==> src/rtl/divider_32_bit_pkg.sv <==
// Shared widths, state encoding and helpers for the iterative 32-bit divider.
package divider_32_bit_pkg;

    localparam int unsigned DIV_WIDTH = 32;
    localparam int unsigned DIV_CNT_W = 5;

    localparam logic [DIV_WIDTH-1:0] DIV_BY_ZERO_Q = 32'hFFFF_FFFF;
    localparam logic [DIV_CNT_W-1:0] DIV_CNT_LAST  = DIV_CNT_W'(DIV_WIDTH - 1);

    typedef enum logic [1:0] {
        IDLE = 2'd0,
        RUN  = 2'd1,
        DONE = 2'd2
    } div_state_e;

    // Two's-complement negation modulo 2^DIV_WIDTH.
    function automatic logic [DIV_WIDTH-1:0] div_neg(input logic [DIV_WIDTH-1:0] x);
        return DIV_WIDTH'(~x + DIV_WIDTH'(1));
    endfunction

    // Magnitude of x when treated as signed, otherwise x unchanged.
    function automatic logic [DIV_WIDTH-1:0] div_mag(input logic [DIV_WIDTH-1:0] x,
                                                     input logic                 sgn);
        return (sgn && x[DIV_WIDTH-1]) ? div_neg(x) : x;
    endfunction

endpackage

==> src/rtl/full_adder.sv <==
// Single-bit full adder cell used to build ripple arithmetic.
module full_adder (
    input  logic a_i,
    input  logic b_i,
    input  logic c_i,
    output logic s_o,
    output logic c_o
);

    assign s_o = a_i ^ b_i ^ c_i;
    assign c_o = (a_i & b_i) | (a_i & c_i) | (b_i & c_i);

endmodule

==> src/rtl/subtractor_32_bit.sv <==
// Ripple subtractor: a - b computed as a + ~b + 1; borrow is the inverted carry-out.
module subtractor_32_bit
    import divider_32_bit_pkg::*;
(
    input  logic [DIV_WIDTH-1:0] a_i,
    input  logic [DIV_WIDTH-1:0] b_i,
    output logic [DIV_WIDTH-1:0] diff_o,
    output logic                 borrow_o
);

    logic [DIV_WIDTH:0] carry;

    assign carry[0] = 1'b1;

    for (genvar i = 0; i < DIV_WIDTH; i++) begin : g_bit
        full_adder u_fa (
            .a_i (a_i[i]),
            .b_i (~b_i[i]),
            .c_i (carry[i]),
            .s_o (diff_o[i]),
            .c_o (carry[i+1])
        );
    end

    assign borrow_o = ~carry[DIV_WIDTH];

endmodule

==> src/rtl/divider_32_bit.sv <==
// Iterative restoring divider (DIV/DIVU): one quotient bit per clock, LO=quotient, HI=remainder.
// Signed operation is built only when SIGNED_DIV_EN is defined.
module divider_32_bit
    import divider_32_bit_pkg::*;
(
    input  logic                 clk,
    input  logic                 reset,
    input  logic                 start,
    input  logic [DIV_WIDTH-1:0] dividend,
    input  logic [DIV_WIDTH-1:0] divisor,
    input  logic                 is_signed,
    output logic                 busy,
    output logic                 done,
    output logic [DIV_WIDTH-1:0] quotient,
    output logic [DIV_WIDTH-1:0] remainder,
    output logic                 div_zero
);

    div_state_e           state_q;
    logic [DIV_CNT_W-1:0] cnt_q;
    logic [DIV_WIDTH-1:0] rem_q;
    logic [DIV_WIDTH-1:0] quo_q;
    logic [DIV_WIDTH-1:0] dvs_q;
    logic                 busy_q;
    logic                 done_q;
    logic [DIV_WIDTH-1:0] quot_q;
    logic [DIV_WIDTH-1:0] remd_q;
    logic                 dz_q;
    logic                 zpend_q;

    // One restoring step: shift in the next dividend bit, then try the subtraction.
    logic [DIV_WIDTH:0]   shift_c;
    logic [DIV_WIDTH-1:0] diff_c;
    logic                 borrow_lo_c;
    logic                 borrow_c;
    logic [DIV_WIDTH-1:0] rem_d;
    logic [DIV_WIDTH-1:0] quo_d;

    assign shift_c = {rem_q, quo_q[DIV_WIDTH-1]};

    subtractor_32_bit u_sub (
        .a_i      (shift_c[DIV_WIDTH-1:0]),
        .b_i      (dvs_q),
        .diff_o   (diff_c),
        .borrow_o (borrow_lo_c)
    );

    // 33-bit borrow: the shifted-out top bit absorbs a low-word borrow.
    assign borrow_c = borrow_lo_c & ~shift_c[DIV_WIDTH];
    assign rem_d    = borrow_c ? shift_c[DIV_WIDTH-1:0] : diff_c;
    assign quo_d    = {quo_q[DIV_WIDTH-2:0], ~borrow_c};

    logic                 dvs_zero_c;
    logic [DIV_WIDTH-1:0] dvd_cap_c;
    logic [DIV_WIDTH-1:0] dvs_cap_c;
    logic [DIV_WIDTH-1:0] quot_fix_c;
    logic [DIV_WIDTH-1:0] remd_fix_c;

    assign dvs_zero_c = (divisor == '0);

`ifdef SIGNED_DIV_EN
    logic neg_quo_q;
    logic neg_rem_q;
    logic neg_quo_c;
    logic neg_rem_c;

    assign neg_quo_c  = is_signed & (dividend[DIV_WIDTH-1] ^ divisor[DIV_WIDTH-1]);
    assign neg_rem_c  = is_signed & dividend[DIV_WIDTH-1];
    // Divide-by-zero keeps the raw dividend so it can be returned unchanged.
    assign dvd_cap_c  = dvs_zero_c ? dividend : div_mag(dividend, is_signed);
    assign dvs_cap_c  = div_mag(divisor, is_signed);
    assign quot_fix_c = neg_quo_q ? div_neg(quo_d) : quo_d;
    assign remd_fix_c = neg_rem_q ? div_neg(rem_d) : rem_d;

    always_ff @(posedge clk) begin
        if (reset) begin
            neg_quo_q <= 1'b0;
            neg_rem_q <= 1'b0;
        end else if (start && (state_q != RUN) && !zpend_q) begin
            neg_quo_q <= neg_quo_c;
            neg_rem_q <= neg_rem_c;
        end
    end
`else
    logic unused_is_signed_c;

    assign unused_is_signed_c = is_signed;
    assign dvd_cap_c          = dividend;
    assign dvs_cap_c          = divisor;
    assign quot_fix_c         = quo_d;
    assign remd_fix_c         = rem_d;
`endif

    // Control FSM with counter, working registers and registered results.
    always_ff @(posedge clk) begin
        if (reset) begin
            state_q <= IDLE;
            cnt_q   <= '0;
            rem_q   <= '0;
            quo_q   <= '0;
            dvs_q   <= '0;
            busy_q  <= 1'b0;
            done_q  <= 1'b0;
            quot_q  <= '0;
            remd_q  <= '0;
            dz_q    <= 1'b0;
            zpend_q <= 1'b0;
        end else begin
            done_q <= 1'b0;
            case (state_q)
                RUN: begin
                    rem_q <= rem_d;
                    quo_q <= quo_d;
                    cnt_q <= DIV_CNT_W'(cnt_q + 1'b1);
                    if (cnt_q == DIV_CNT_LAST) begin
                        state_q <= DONE;
                        busy_q  <= 1'b0;
                        done_q  <= 1'b1;
                        quot_q  <= quot_fix_c;
                        remd_q  <= remd_fix_c;
                    end
                end
                default: begin
                    if ((state_q == DONE) && zpend_q) begin
                        // Divide-by-zero result, one cycle after capture.
                        zpend_q <= 1'b0;
                        done_q  <= 1'b1;
                        quot_q  <= DIV_BY_ZERO_Q;
                        remd_q  <= quo_q;
                        dz_q    <= 1'b1;
                    end else if (start) begin
                        cnt_q <= '0;
                        rem_q <= '0;
                        quo_q <= dvd_cap_c;
                        dvs_q <= dvs_cap_c;
                        dz_q  <= 1'b0;
                        if (dvs_zero_c) begin
                            state_q <= DONE;
                            zpend_q <= 1'b1;
                        end else begin
                            state_q <= RUN;
                            busy_q  <= 1'b1;
                        end
                    end else begin
                        state_q <= IDLE;
                    end
                end
            endcase
        end
    end

    assign busy      = busy_q;
    assign done      = done_q;
    assign quotient  = quot_q;
    assign remainder = remd_q;
    assign div_zero  = dz_q;

endmodule

==> config.mk <==
export PLATFORM = sky130hd
export DESIGN_NAME = divider_32_bit
export DESIGN_NICKNAME = d
export VERILOG_FILES = /design/src/rtl/divider_32_bit_pkg.sv /design/src/rtl/full_adder.sv /design/src/rtl/subtractor_32_bit.sv /design/src/rtl/divider_32_bit.sv
export SDC_FILE = /design/constraint.sdc
export NUM_CORES = 1
export LEC_CHECK = 0
export ABC_AREA = 0
export CAP_MARGIN = 10
export CORE_MARGIN = 1
export CORE_UTILIZATION = 30
export CTS_CLUSTER_SIZE = 20
export DETAILED_ROUTE_END_ITERATION = 12
export PLACE_DENSITY = 0.53
export SETUP_SLACK_MARGIN = 0.02
export SKIP_LAST_GASP = 1
export SLEW_MARGIN = 20
export SYNTH_ARGS = -nofsm -noshare
export SYNTH_HDL_FRONTEND = slang
export SYNTH_SLANG_ARGS = --single-unit
==> constraint.sdc <==
create_clock -name clk -period 18.5 [get_ports clk]
set_clock_uncertainty 0.05 [all_clocks]
set_input_delay 5.55 -clock clk [delete_from_list [all_inputs] [get_ports clk]]
set_output_delay 5.55 -clock clk [all_outputs]
set_load 0.1 [all_outputs]
==> flow_summary.ini, run 1 <==
[global_routing]
grt_pass1_vias = 6111
overflow = 0
antenna_found_initial = 0
grt_pass1_wl_um = 31700
grt_util_all_layers = 0.165
grt_max_degree = 100

[power]
power.density_nw_per_um2 = 112
power.share.switching = 0.312
switchingPower_uw = 330
vdd_ir_drop_max_mv = 0.0630
p_leak_nw = 3.19
p_clk_frac = 0.323
p_comb_frac = 0.271
seqPwrFrac = 0.406
internal_power_uw = 727

[synthesis]
seq_area_frac_synth = 0.466
synth_cell_types = 35
synth_nets = 947
yosys_warnings = 0
synth-seq-cells = 171
syn_inst = 845
syn_area_um2 = 7340
avgSynthCellArea_um2 = 8.69

[final_layout]
nets = 1036
areaGrowthSynthToFinish_pct = 28.2
n_fill_cell = 2401
num_antenna_cells = 0
layout_commonest_cell = dfxtp_1
stdcell_count = 1264
final_cell_mix = dfxtp_1 (171), nand2_1 (162), clkdlybuf4s50_1 (132)
finalInstanceArea_um2 = 9410
drive_gt1_frac = 0.0487

[worst_hold_path]
worstHoldStart = dvs_q[2]
hold_path_end = dvs_q[2]
holdCritPathClass = flip-flop to flip-flop
hold-path-cell-count = 2

[routing]
viasPerCell = 4.88
drt_iter0_markers = 331
antenna_left = 0
wl_met2_um = 9760
vias = 6166
drcViolationCount = 0
wl_um = 19900
wl_met1_um = 9230
dr.max_layer_used = met4
wire_per_inst_um = 15.7
drt-pass1-iter-count = 4
dr_wl_met3_um = 790

[status]
status = complete, no violations

[place]
gp_congestion = 0.710
dp_hpwl_um = 13600
numPortBuffers = 133
dp.cells = 1234
dpl_cell_area_um2 = 8860

[worst_setup_path]
cp-end-kind = flip-flop
reg2reg_from = quo_q[31]
cp_slowest_cell = nor3_4
startpoint = quo_q[31]
crit_arrival_ns = 15.81
worstPathMaxFanout = 19
cp.required_ns = 18.77
ff2ff_setup_slack_ns = 2.96
crit_type = flip-flop to flip-flop
max_stage_delay_ns = 0.59
critPathLaunchType = flip-flop
worstReg2RegEnd = remainder[30]
r2r_cells = 38
cp_common_cell = fa_1

[run]
max_cap_viol_count = 0

[timing]
post-route-min-period_ns = 15.54
finalSetupViolCount = 0
fin_setup_tns_ns = 0
hold_viol = 0
slew_headroom = 0.296
rsz0062_at_grt = no
fin_crit_sh = 0.840
slew_viol_final = 0
max_freq_mhz = 64.4
tightestPinTransition_ns = 1.05

[floorplanning]
initial_core_util = 0.309
ioPinCount = 135
die_area_um2 = 25100
core_um2 = 23800
row_count = 56
die_x_um = 158
die_height_um = 158

[clocking]
h-tree-depth = 4
cts_buffers = 17
cts_root_buffer = clkbuf_16
cts_tree = yes
cts_resized = 0
clock-sinks = 171
path_clk_slew_ns = 0.06
ctsHoldBuffers = 0
cts_max_path_buffers = 2
clock_latency_ns = 0.42
post-cts-setup-buffers = 0
## worst max path at each step
stage,endpoint,slack [ns],depth (start not counted)
final,remainder[30],2.96,38
after global routing,remainder[25],2.25,38
after CTS,remainder[30],2.79,38
after detailed placement,remainder[21],2.90,38
after global placement,remainder[21],2.92,38
after floorplan,remainder[14],4.05,38
## worst max-delay path: cells and delay by family, from the launching register on
kind	cells	cell delay [ns]
adders and majority gates	32	13.47
and+or+nand+nor	1	0.59
buffers and inverters	3	0.49
AOI/OAI and AO/OA	2	0.45
DFF	1	0.37
## registers in the layout (all words and copies together), names as in the netlist
name and cells:
state_q 2, quo_q 32, quotient 32, rem_q 32, zpend_q 1, busy 1
dvs_q 32, remainder 32, cnt_q 5, done 1, div_zero 1
## Yosys cell counts, drive strengths merged
cell type	number	share of area
dfxtp	171	0.47
nand2	163	0.083
nor2	102	0.052
a21oi	71	0.048
a311oi	63	0.075
clkbuf	40	0.020
inv	35	0.018
o21ai	35	0.024
a211oi	33	0.034
buf	32	0.022
a22oi	31	0.032
fa	31	0.085
nor4	8	0.0068
nor3	5	0.0049
ha	3	0.0051
a32o	2	0.0027
and3	2	0.0017
nand2b	2	0.0017
nand3	2	0.0014
nand3b	2	0.0037
nand4	2	0.0017
a2111o	1	0.0015
a21boi	1	0.0010
a21o	1	0.0010
a41o	1	0.0014
and2	1	0.00085
nor2b	1	0.00085
o211a	1	0.0014
o31ai	1	0.0010
or2	1	0.00085
or4	1	0.0010
## per-layer routing
metal	global-route usage	up-vias
li1	-	3118
met3	0.0438	11
met1	0.206	2922
met2	0.285	115
met5	0	-
met4	0.0316	0
## power groups by stage
stage / sequential (mW) / combinational, mW / clock, mW
final: 0.429 / 0.286 / 0.341
after global routing: 0.434 / 0.341 / 0.367
after CTS: 0.429 / 0.296 / 0.351
after detailed placement: 0.437 / 0.296 / 0
after global placement: 0.436 / 0.287 / 0
after floorplan: 0.432 / 0.218 / 0
## final cells by class
class,instances,area (um^2),area share
Timing Repair Buffer,142,1400,0.148
Tap cell,319,399,0.0424
Sequential cell,171,3420,0.364
Inverter,35,131,0.0140
Clock inverter,7,66.3,0.00705
Clock buffer,23,488,0.0518
Multi-Input combinational cell,567,3510,0.373
## kinds of logic after synthesis
kind of cell | share of synthesized area
adders and majority gates | 0.0896
buffers and inverters | 0.0600
AOI/OAI and AO/OA | 0.223
DFF | 0.466
and+or+nand+nor | 0.161
## per-stage QoR
step / hold WS (ns) / setup WS (ns) / utilization / power (mW)
floorplan: 0.386 / 4.05 / - / 0.650
global placement: 0.395 / 2.92 / 0.373 / 0.723
detailed placement: 0.396 / 2.90 / 0.373 / 0.733
CTS: 0.405 / 2.79 / 0.396 / 1.08
global route: 0.424 / 2.25 / 0.396 / 1.14
finish: 0.404 / 2.96 / 0.396 / 1.06
Power figures use the tool's default switching activity.
==> run 2, diff against run 1 <==
--- a/config.mk
+++ b/config.mk
@@ -11,7 +11,7 @@
 export CORE_UTILIZATION = 30
 export CTS_CLUSTER_SIZE = 20
 export DETAILED_ROUTE_END_ITERATION = 12
-export PLACE_DENSITY = 0.53
+export PLACE_DENSITY = 0.55
 export SETUP_SLACK_MARGIN = 0.02
 export SKIP_LAST_GASP = 1
 export SLEW_MARGIN = 20
==> constraint.sdc (replaced) <==
create_clock -name clk -period 14.2 [get_ports clk]
set_clock_uncertainty 0.05 [all_clocks]
set_input_delay 4.26 -clock clk [delete_from_list [all_inputs] [get_ports clk]]
set_output_delay 4.26 -clock clk [all_outputs]
set_load 0.1 [all_outputs]
==> flow_summary.ini, run 2 (synthesis gave the netlist of run 1 again) <==
[worst_setup_path]
max_stage_delay_ns = 0.42
cp_slowest_cell = fa_1
ff2ff_setup_slack_ns = 0.60
r2r_cells = 41
crit_type = flip-flop to flip-flop
cp-end-kind = flip-flop
critPathLaunchType = flip-flop
reg2reg_from = quo_q[31]
cp_common_cell = fa_2
crit_arrival_ns = 13.87
worstPathMaxFanout = 6
worstReg2RegEnd = remainder[31]
cp.required_ns = 14.48

[final_layout]
layout_commonest_cell = dfxtp_1
areaGrowthSynthToFinish_pct = 33.4
seq_area_um2 = 3420
n_fill_cell = 2433
drive_gt1_frac = 0.114
multi_input_area_um2 = 3650
nets = 1060
stdcell_count = 1287
finalInstanceArea_um2 = 9800
final_cell_mix = dfxtp_1 (171), nand2_1 (162), clkdlybuf4s50_1 (132)
num_antenna_cells = 0

[floorplanning]
die_height_um = 158
row_count = 56
ioPinCount = 135
die_area_um2 = 25100
core_um2 = 23800
die_x_um = 158
initial_core_util = 0.309

[run]
max_cap_viol_count = 0

[worst_hold_path]
hold-path-cell-count = 2
worstHoldStart = dvs_q[25]
holdCritPathClass = flip-flop to flip-flop
hold_path_end = dvs_q[25]

[clocking]
clock-sinks = 171
cts_max_path_buffers = 2
h-tree-depth = 4
cts_buffers = 17
cts_root_buffer = clkbuf_16
cts_tree = yes
ctsHoldBuffers = 0
path_clk_slew_ns = 0.06
clock_latency_ns = 0.42

[global_routing]
grt_pass1_vias = 6225
grt_max_degree = 100
antenna_found_initial = 0
grt_util_all_layers = 0.165
grt_pass1_wl_um = 32100
overflow = 0

[routing]
drcViolationCount = 0
drt-pass1-iter-count = 5
vias = 6281
antenna_left = 0
drt_iter0_markers = 310
wire_per_inst_um = 15.4
viasPerCell = 4.88
wl_um = 19900

[place]
post-place-ws_ns = -0.708
gp_congestion = 0.734
dp.cells = 1251
dpl_cell_area_um2 = 9080
numPortBuffers = 133
dp_hpwl_um = 13600

[timing]
tightestPinTransition_ns = 1.03
fin_crit_sh = 0.957
finalSetupViolCount = 0
hold_viol = 0
slew_viol_final = 0
post-route-min-period_ns = 13.60
fin_setup_tns_ns = 0
hold_slack_ns = 0.405
setup_ws_ns = 0.604
slew_headroom = 0.310
max_freq_mhz = 73.6

[power]
p_leak_nw = 3.29
vdd_ir_drop_max_mv = 0.101
power.density_nw_per_um2 = 152

[status]
status = complete, no violations
==> run 2: cell count changes in the layout (fill, tap and decap cells not counted), sizes merged <==
| cell | before | now |
|---|---|---|
| buf | 10 | 33 |
| clkinv | 5 | 1 |
| bufbuf | 0 | 1 |
| clkinvlp | 1 | 4 |
==> run 2: area by class of cell <==
| type | instances | area share |
|---|---|---|
| Multi-Input combinational cell | 567 | 0.372 |
| Timing Repair Buffer | 166 | 0.168 |
| Tap cell | 319 | 0.0407 |
| Clock buffer | 23 | 0.0498 |
| Clock inverter | 6 | 0.00664 |
| Inverter | 35 | 0.0134 |
| Sequential cell | 171 | 0.349 |
==> run 2: metal layers <==
metal	vias up	routed length [um]	track usage
met2	112	10000	0.288
met3	10	893	0.0395
met4	0	159	0.0417
met5	-	0	0
li1	3176	-	-
met1	2983	8780	0.202
==> run 2: worst max path at each step <==
stage                   start       endpoint  slack (ns)
floorplan           quo_q[31]  remainder[29]        0.06
global placement    quo_q[31]  remainder[13]       -0.67
detailed placement  quo_q[31]  remainder[13]       -0.71
CTS                 quo_q[31]  remainder[22]        0.04
global route        quo_q[31]   remainder[5]       -0.01
finish              quo_q[31]  remainder[31]        0.60
==> run 2: critical path: cells and delay by family (launching register included) <==
family	cells	cell delay (ns)
flip-flops	1	0.32
AO/OA/AOI/OAI	2	0.40
AND/OR/NAND/NOR	1	0.15
buffers and inverters	6	0.67
adder cells (fa/ha/maj)	32	11.88
==> run 2: where the power goes <==
group          switching, mW  leakage (nW)  total (mW)  internal, mW
combinational          0.237          1.64       0.485         0.247
clock                  0.188         0.259       0.445         0.257
sequential            0.0369          1.39       0.560         0.523
total                  0.462          3.29        1.49          1.03
==> run 2: through the flow <==
stage	utilization	total power, mW
3_3_place_gp	0.382	0.996
6_report	0.412	1.49
4_1_cts	0.411	1.50
3_5_place_dp	0.382	1.01
2_1_floorplan	-	0.871
5_1_grt	0.412	1.61
==> run 2: repair_timing <==
| action | 4_1_cts | 5_1_grt |
|---|---|---|
| pin swaps | 3 | 2 |
| gates resized for setup | 21 | 8 |
| hold endpoints to repair | 0 | 0 |
| gates cloned | 1 | 0 |
| setup endpoints to repair | 66 | 66 |
| buffers inserted | 5 | 1 |
==> run 3, diff against run 2 <==
--- a/config.mk
+++ b/config.mk
@@ -11,7 +11,8 @@
 export CORE_UTILIZATION = 30
 export CTS_CLUSTER_SIZE = 20
 export DETAILED_ROUTE_END_ITERATION = 12
-export PLACE_DENSITY = 0.55
+export DONT_BUFFER_PORTS = 1
+export PLACE_DENSITY = 0.47
 export SETUP_SLACK_MARGIN = 0.02
 export SKIP_LAST_GASP = 1
 export SLEW_MARGIN = 20
==> flow_summary.ini, run 3 (synthesis gave the netlist of run 1 again) <==
[timing]
rsz0062_at_grt = no
fin_crit_sh = 0.956
slew_headroom = 0.301
tightestPinTransition_ns = 1.05
finalSetupViolCount = 0
slew_viol_final = 0
setup_ws_ns = 0.626
post-route-min-period_ns = 13.57
hold_viol = 0
max_freq_mhz = 73.7

[floorplanning]
die_height_um = 158
initial_core_util = 0.309
row_count = 56
die_x_um = 158
ioPinCount = 135
core_um2 = 23800
die_area_um2 = 25100

[worst_setup_path]
ff2ff_setup_slack_ns = 0.63
crit_type = flip-flop to flip-flop
cp_common_cell = fa_2
crit_arrival_ns = 13.86
max_stage_delay_ns = 0.43
worstReg2RegEnd = remainder[16]
critPathLaunchType = flip-flop
cp-end-kind = flip-flop
cp.required_ns = 14.49
cp_slowest_cell = fa_1
reg2reg_from = quo_q[31]
r2r_cells = 41
worstPathMaxFanout = 4

[final_layout]
drive_gt1_frac = 0.130
num_antenna_cells = 0
final_cell_mix = dfxtp_1 (171), nand2_1 (162), nor2_1 (99)
areaGrowthSynthToFinish_pct = 15.2
n_fill_cell = 2495
seq_area_um2 = 3420
final_util = 0.356
nets = 928
layout_commonest_cell = dfxtp_1
multi_input_area_um2 = 3630

[routing]
drt-pass1-iter-count = 4
wire_per_inst_um = 17.5
vias = 5867
wl_um = 20300
antenna_left = 0
drt_iter0_markers = 275
drcViolationCount = 0
viasPerCell = 5.07

[clocking]
clock_latency_ns = 0.42
path_clk_slew_ns = 0.07
cts_tree = yes
cts_root_buffer = clkbuf_16
ctsHoldBuffers = 0
cts_buffers = 17
clock-sinks = 171
h-tree-depth = 4
cts_max_path_buffers = 2

[power]
p_leak_nw = 2.83
vdd_ir_drop_max_mv = 0.0964
power.density_nw_per_um2 = 173

[global_routing]
grt_use_met2 = 0.287
grt_max_degree = 168
grt_pass1_wl_um = 32000
antenna_found_initial = 0
busiest_layer = met2
grt_util_all_layers = 0.167
gr-usage-met3 = 0.0574
overflow = 0
grt.met1_usage = 0.202
grt_pass1_vias = 5795

[worst_hold_path]
holdCritPathClass = flip-flop to flip-flop
worstHoldStart = dvs_q[8]
hold_path_end = dvs_q[8]
hold-path-cell-count = 2

[run]
max_cap_viol_count = 0

[status]
status = complete, no violations

[place]
dp_hpwl_um = 13500
post-place-ws_ns = -0.641
numPortBuffers = 0
gp_congestion = 0.722
run 3: metrics by stage:
stage               instances  area [um^2]  power (mW)  hold WS [ns]  TNS, ns
CTS                      1158         8430        1.48         0.404        0
floorplan                 845         7410       0.871         0.386        0
finish                   1158         8460        1.46         0.407        0
global route             1158         8460        1.59         0.423        0
global placement         1123         7770       0.979         0.391   -35.00
detailed placement       1123         7770       0.989         0.395   -34.80
run 3: cell type report:
cell class / instances / area share
multi-input combinational: 567 / 0.429
sequential: 171 / 0.405
clock buffer: 23 / 0.0577
tap: 319 / 0.0472
timing repair buffer: 34 / 0.0359
inverter: 35 / 0.0155
clock inverter: 9 / 0.0101
run 3: how the worst max path moves through the flow:
stage | from | to
5_1_grt | quo_q[31] | remainder[16]
3_3_place_gp | quo_q[31] | remainder[8]
4_1_cts | quo_q[31] | remainder[17]
3_5_place_dp | quo_q[31] | remainder[8]
6_report | quo_q[31] | remainder[16]
2_1_floorplan | quo_q[31] | remainder[29]
run 3: routing by layer:
layer / routed length, um / part of all wire
met3: 1290 / 0.064
met2: 10100 / 0.50
met4: 89 / 0.0044
met5: 0 / 0
met1: 8800 / 0.43
run 3: report_power, final:
| group | switching, mW | internal [mW] | total (mW) | leakage (nW) |
|---|---|---|---|---|
| logic | 0.219 | 0.220 | 0.439 | 1.15 |
| registers | 0.0397 | 0.523 | 0.563 | 1.39 |
| clock network | 0.199 | 0.261 | 0.461 | 0.288 |
| total | 0.458 | 1.00 | 1.46 | 2.83 |
run 3: timing repair:
| action | in CTS | in global routing |
|---|---|---|
| gates cloned | 1 | 0 |
| buffers inserted | 2 | 0 |
| resized for setup | 18 | 8 |
| pin swaps | 2 | 1 |
| setup endpoints to repair | 66 | 66 |
run 3: critical path, delay by kind of cell, from the launching register on:
| family | cells | cell delay (ns) |
|---|---|---|
| fa+ha+maj | 32 | 11.92 |
| buf+inv | 6 | 0.70 |
| flops | 1 | 0.34 |
| compound gates | 2 | 0.27 |
| simple gates | 1 | 0.20 |
